`src/rtl/max_unpool_stream.sv`:
```
// Max-unpooling stream: scatters pooled values back to their argmax position in each window, zero elsewhere.
// Optional MAX_UNPOOL_IDX_CHECK_EN adds a sticky idx_err flag for out-of-range window indices.
module max_unpool_stream #(
    parameter int input_size   = 8,
    parameter int pooling_size = 2,
    parameter int data_width   = 32,
    localparam int IDX_W = (pooling_size * pooling_size > 2) ? $clog2(pooling_size * pooling_size) : 1
) (
    input  logic                  clk,
    input  logic                  rst,
    input  logic                  in_valid,
    output logic                  in_ready,
    input  logic [data_width-1:0] in_data,
    input  logic [IDX_W-1:0]      in_idx,
    output logic                  out_valid,
    input  logic                  out_ready,
    output logic [data_width-1:0] out_data,
`ifdef MAX_UNPOOL_IDX_CHECK_EN
    output logic                  idx_err,
`endif
    output logic                  out_last
);

    localparam int P  = input_size / pooling_size;
    localparam int PW = (P > 1) ? $clog2(P) : 1;
    localparam int CW = (input_size > 1) ? $clog2(input_size) : 1;
    localparam int RW = (pooling_size > 1) ? $clog2(pooling_size) : 1;

    if (input_size % pooling_size != 0) begin : g_bad_size
        $error("max_unpool_stream: input_size must be divisible by pooling_size");
    end
    if (pooling_size < 2) begin : g_bad_pool
        $error("max_unpool_stream: pooling_size must be at least 2");
    end

    typedef enum logic {
        FILL,
        EMIT
    } state_t;

    state_t          state_q, state_d;
    logic [PW-1:0]   fillCnt_q, fillCnt_d;
    logic [PW-1:0]   bandCnt_q, bandCnt_d;
    logic [RW-1:0]   r_q, r_d;
    logic [CW-1:0]   c_q, c_d;

    logic [data_width-1:0] bufData_q [P];
    logic [IDX_W-1:0]      bufIdx_q  [P];

    logic          inAccept;
    logic          outAccept;
    logic          colEnd;
    logic          rowEnd;
    logic          match;
    logic [PW-1:0] winSel;

    assign in_ready  = (state_q == FILL);
    assign out_valid = (state_q == EMIT);
    assign inAccept  = in_valid && in_ready;
    assign outAccept = out_valid && out_ready;
    assign colEnd    = (c_q == CW'(input_size - 1));
    assign rowEnd    = (r_q == RW'(pooling_size - 1));

    // Each output column maps to one buffered window; only the argmax slot carries data.
    assign winSel   = PW'(int'(c_q) / pooling_size);
    assign match    = ((int'(r_q) * pooling_size + int'(c_q) % pooling_size) == int'(bufIdx_q[winSel]));
    assign out_data = (out_valid && match) ? bufData_q[winSel] : '0;
    assign out_last = out_valid && (bandCnt_q == PW'(P - 1)) && rowEnd && colEnd;

    always_comb begin
        state_d   = state_q;
        fillCnt_d = fillCnt_q;
        bandCnt_d = bandCnt_q;
        r_d       = r_q;
        c_d       = c_q;
        case (state_q)
            FILL: begin
                if (inAccept) begin
                    if (fillCnt_q == PW'(P - 1)) begin
                        fillCnt_d = '0;
                        r_d       = '0;
                        c_d       = '0;
                        state_d   = EMIT;
                    end else begin
                        fillCnt_d = fillCnt_q + 1'b1;
                    end
                end
            end
            EMIT: begin
                if (outAccept) begin
                    if (colEnd) begin
                        c_d = '0;
                        if (rowEnd) begin
                            r_d       = '0;
                            state_d   = FILL;
                            bandCnt_d = (bandCnt_q == PW'(P - 1)) ? '0 : bandCnt_q + 1'b1;
                        end else begin
                            r_d = r_q + 1'b1;
                        end
                    end else begin
                        c_d = c_q + 1'b1;
                    end
                end
            end
            default: state_d = FILL;
        endcase
    end

    always_ff @(posedge clk) begin
        if (rst) begin
            state_q   <= FILL;
            fillCnt_q <= '0;
            bandCnt_q <= '0;
            r_q       <= '0;
            c_q       <= '0;
        end else begin
            state_q   <= state_d;
            fillCnt_q <= fillCnt_d;
            bandCnt_q <= bandCnt_d;
            r_q       <= r_d;
            c_q       <= c_d;
        end
    end

    // Band buffer is never read outside EMIT, so it needs no reset.
    always_ff @(posedge clk) begin
        if (inAccept) begin
            bufData_q[fillCnt_q] <= in_data;
            bufIdx_q[fillCnt_q]  <= in_idx;
        end
    end

`ifdef MAX_UNPOOL_IDX_CHECK_EN
    logic idxErr_q;

    always_ff @(posedge clk) begin
        if (rst) begin
            idxErr_q <= 1'b0;
        end else if (inAccept && (int'(in_idx) >= pooling_size * pooling_size)) begin
            idxErr_q <= 1'b1;
        end
    end

    assign idx_err = idxErr_q;
`endif

endmodule
```
`config.mk`:
```
export PLATFORM = sky130hd
export DESIGN_NAME = max_unpool_stream
export DESIGN_NICKNAME = d
export VERILOG_FILES = /design/src/rtl/max_unpool_stream.sv
export SDC_FILE = /design/constraint.sdc
export NUM_CORES = 1
export LEC_CHECK = 0
export ABC_CLOCK_PERIOD_IN_PS = 2100
export CORE_ASPECT_RATIO = 0.7
export CORE_MARGIN = 1
export CORE_UTILIZATION = 35
export CTS_BUF_LIST = sky130_fd_sc_hd__clkbuf_4 sky130_fd_sc_hd__clkbuf_8
export DETAILED_ROUTE_END_ITERATION = 7
export SYNTH_ARGS = -nofsm -noshare
export SYNTH_HDL_FRONTEND = slang
export SYNTH_SLANG_ARGS = --single-unit
```
`constraint.sdc`:
```
create_clock -name clk -period 2.1 [get_ports clk]
set_input_delay 0.42 -clock clk [delete_from_list [all_inputs] [get_ports clk]]
set_output_delay 0.42 -clock clk [all_outputs]
set_load 0.01 [all_outputs]
```
## After elaboration in Yosys (flattened, before gate mapping)

Memory sizes are Yosys's and may differ from the RTL's. A register that Yosys moved wholly into a read port is not among the register bits.
Cells that the tools add are included.

- Add/subtract/negate cells: 5
- Multiply operators: 0
- Div/mod/pow operators: 0
- $lt $le $gt $ge: 0
- Equality and inequality tests: 8
- Shift-type cells: 0
- Mux-type cells: 26
- Bitwise logic cells: 1
- Reduce and logical (&&, ||, !) cells: 10

Operator list:

| operator | number |
|---|---|
| $mux W32 | 1 |
| $mux W1 | 12 |
| $mux W2 | 6 |
| $mux W3 | 4 |
| $ne A2 B1 Y1 const B | 4 |
| $reduce_and A4 Y1 | 2 |
| $logic_and A1 B1 Y1 | 6 |
| $pmux W3 S2 | 1 |
| $add A2 B1 Y2 const B | 2 |
| $eq A2 B2 Y1 const B | 2 |
| $pmux W1 S2 | 2 |
| $add A2 B1 Y3 | 1 |
| $add A3 B1 Y3 const B | 1 |
| $eq A3 B2 Y1 | 1 |
| $eq A3 B3 Y1 const B | 1 |
| $reduce_and A3 Y1 | 1 |
| $reduce_and A2 Y1 | 1 |
| $add A1 B1 Y1 const B | 1 |
| $not A1 Y1 | 1 |

- Register bits: 9
- Latch bits: 0
- Bits in writable memories: 136
- ROM bits: 0
- Bits of input ports: 38
- Output and inout port bits: 35
- Logic and storage cells: 57
- Memories: 2

Memories:

| memory | depth | bits a word | rd ports | clocked after memory_dff | wr ports | RTL line | text |
|---|---|---|---|---|---|---|---|
| bufData_q | 4 | 32 | 1 | 1 | 1 | 47 | `logic [data_width-1:0] bufData_q [P];` |
| bufIdx_q | 4 | 2 | 1 | 1 | 1 | 48 | `logic [IDX_W-1:0] bufIdx_q [P];` |

## Longest topological paths before layout

- Word-level depth: 6
- Gate-level depth with buffers: 5
- Gate-level depth less buffers: 5

## Least setup slack after synthesis

No wires, ideal clock.

- Path kind: reg-to-reg
- Start: register state_q (netlist: out_valid)
- End: memory bufData_q[1][0], enable pin
- Library setup time: 0.394 ns
- Arrival: 1.731 ns
- Data required time: 1.706 ns
- Path slack: -0.025 ns
- Cell stages (with the launch flop): 4
- Buffers on the path: 1
- Clock period less this slack: 2.125 ns
- Cells stage by stage: dfxtp_1 clkbuf_1 nor2b_1 and2_1

- Word-level cells in the longest chain between the ends: 4

Ends and longest elaborated chain:

| item | RTL line | text |
|---|---|---|
| from (decl) | 41 | `state_t state_q, state_d;` |
| from (signal assigned) | 117 | `state_q <= state_d;` |
| $not A1 Y1 (no line) | -- |  |
| $logic_and A1 B1 Y1 | 59 | `assign inAccept = in_valid && in_ready;` |
| $mux W1 | 127 | `if (inAccept) begin` |
| $mux W1 (implied by the code) | 128 | `bufData_q[fillCnt_q] <= in_data;` |
| to (decl) | 47 |  |

No other way between the ends.

==> reports/metrics.cfg <==
[outcome]
status=finished, violations left
violations=setup timing

[routing]
drc=0
wl_mm=12.3
first_pass_iters=4
final_antenna_net_count=0
vias=3254
drtIter0Drc=173
viasPerCell=4.84
wl_per_cell_um=18.3

[die]
core_sq_um=16600
initial_core_util_pct=36.5
die_w_um=159
ios=73
fp-row-count=39
die_area_sq_um=17900
die_y_um=112

[sta]
worstMarginPinSlew_ns=0.388
layout_setup_ws_ns=-0.503
min_period_ns=2.60
finClkSkew_ns=0.0110
rsz0062_at_grt=true
hold_violations=0
whs_ns=0.483
setup_viol=32
min_period_over_period_pct=124
fmax_ghz=0.384
slew_viol_final=0
tns_ns=-14.10
maxSlewHeadroom_pct=74.1

[hold_path]
min_to=bandCnt_q[0]
min_from=bandCnt_q[0]
holdPathStages=2
hp-class=register to register

[power]
p_comb_share_pct=7.3
p_switching_uw=1380
p_int_uw=4370
peakVddDrop_mv=0.344
finalPower_uw=5750
seqPwrFrac_pct=58.3
p_clk_share_pct=34.4
p_per_area_nw_per_um2=741
swShare_pct=24.0
p_leak_uw=0.00270

[worst_setup_path]
crit_type=register to output pin
r2r_slack_ns=0.45
required_ns=1.68
crit_path_cell_trace=mux4_2 > xor2_4 > buf_12 > buf_12 > a211oi_4 > buf_2
critPathCaptureType=output pin
cp_slowest_cell=mux4_2
r2r_end=bufData_q[2][28]
critPathBufInv=3
worstPathMaxFanout=8
worstReg2RegStart=out_valid
crit_arrival_ns=2.18
reg2reg_depth=4
cpPeakStageDelay_ns=0.53
crit_family=multiplexers
crit_top_cell=buf_12
cp-start-kind=register

[clock_network]
clk_pin_slew_worst_paths_ns=0.08
cts.sinks=147
cts-root-buf=clkbuf_8
cts_inserted_buffers=17
cts_buffer_depth=2
cts_tree=done
clock_latency_ns=0.44
cts_max_level=4
cts_hold_buf=0

[synth]
ys_async_sr_fraction_pct=0
syn_area_sq_um=6070
ys.warnings.count=0
netlist_instances=316
synth.area.top_cells=edfxtp_1 (67%), mux4_2 (12%), a211oi_2 (6.2%)
ys_ff_latch=147
syn_nets=362
synth_top_area_share_pct=67.3
synth-edff-count=136
synth_largest_area_cell=edfxtp_1
synth_cell_type_count=30
syn_avg_cell_area_sq_um=19.2
ys.flop_type=edfxtp_1
ys_seq_area_share_pct=70.9

[layout]
fill_cells=1405
layout_common_cells=edfxtp_1 (136), clkdlybuf4s50_1 (39), inv_1 (34)
final_common_cell=edfxtp_1
n_antenna_cell=0
seq_area_sq_um=4310
drive_gt1_share_pct=41.6
multi_input_area_sq_um=1590
nets=480
area_growth_pct=27.8

[global_route]
grt_pass1_vias=3374
gr-usage-all-layers_pct=14.7
use_met3_pct=3.73
use_met2_pct=21.8
grt_first_pass_wirelength_mm=19.3
antenna_found_initial=0
grt_max_degree=27
use_met1_pct=21.2
grt-busiest-layer=met2
grt_overflow_total=0

[place]
portBuffers=72
gp_congestion=0.690
dpl.hpwl_mm=8.04

[flow_run]
maxCapViolCount=0

flip-flops by register name (all words and copies together) (netlist names), named ones only:
register   cells
r_q            1
out_valid      1
bandCnt_q      2
bufData_q    128
fillCnt_q      2
bufIdx_q       8
c_q            3
through the flow:
| stage | cells | setup slack [ns] | cell area (sq um) | util (%) |
|---|---|---|---|---|
| after global placement | 633 | -0.495 | 7380 | 44.3 |
| final | 672 | -0.503 | 7750 | 46.6 |
| after global routing | 672 | -0.573 | 7750 | 46.6 |
| after detailed placement | 633 | -0.534 | 7380 | 44.3 |
| after CTS | 671 | -0.561 | 7710 | 46.4 |
| after floorplan | 316 | 0.157 | 6070 | - |
worst register-to-register path, cell delays in order, from the launching register on:
cell     delay, ns
dfxtp_1       0.35
buf_4         0.18
nor2b_1       0.34
and2_2        0.27
buf_12        0.21
layer usage:
layer  part of all wire (%)  wire length (um)  up-vias
met5                      0                 0        -
met4                    1.1               133        0
met3                    4.8               585       13
met2                     45              5580       71
met1                     49              5980     1683
li1                       -                 -     1487
kinds of logic (layout without fill, tap and decap cells):
| family | Yosys count | after routing | share of synthesized area, % |
|---|---|---|---|
| flip-flops | 147 | 147 | 70.9 |
| buffers and inverters | 55 | 186 | 4.14 |
| AND/OR/NAND/NOR | 25 | 25 | 2.35 |
| AO/OA/AOI/OAI | 40 | 40 | 7.24 |
| adder cells (fa/ha/maj) | 8 | 8 | 1.65 |
| XOR/XNOR | 1 | 1 | 0.268 |
| multiplexers | 40 | 40 | 13.4 |
how the worst max path moves through the flow:
stage / start / endpoint / slack [ns] / cells past startpoint
finish: bufIdx_q[3][0] / out_data[22] / -0.50 / 6
global route: register / out_data[22] / -0.57 / 6
CTS: register / out_data[7] / -0.56 / 6
detailed placement: bufIdx_q[3][0] / out_data[7] / -0.53 / 5
global placement: register / out_data[7] / -0.50 / 5
floorplan: register / out_data[0] / 0.16 / 5
timing repair:
action	CTS	global route
endpoints found under the setup margin	33	33
resized for setup	146	8
pin swaps	1	2
buffers inserted	7	1
synthesized netlist by cell type (2+ instances only):
master	number
mux2i_1	6
nand3b_1	2
nor2_1	5
a211oi_2	30
buf_2	9
mux4_2	33
nand3_1	5
nand2_1	3
inv_1	36
and2_1	3
edfxtp_1	136
clkbuf_1	4
buf_6	4
dfxtp_1	11
a21oi_1	4
a31oi_1	2
ha_1	8
a211oi_1	3
power by group through the flow:
stage,combinational (uW),clock (uW),sequential (uW)
final,417,1980,3350
after global routing,450,2130,3360
after global placement,387,0,3410
after CTS,416,2030,3350
after detailed placement,396,0,3420
after floorplan,182,0,3410
cell type report:
cell class	count	area share [%]
sequential	147	55.6
multi-input combinational	114	20.5
timing repair buffer	118	13.9
tap	225	3.63
clock buffer	17	3.02
inverter	36	1.74
clock inverter	15	1.60
No activity file was read; power rests on OpenSTA's default activity.
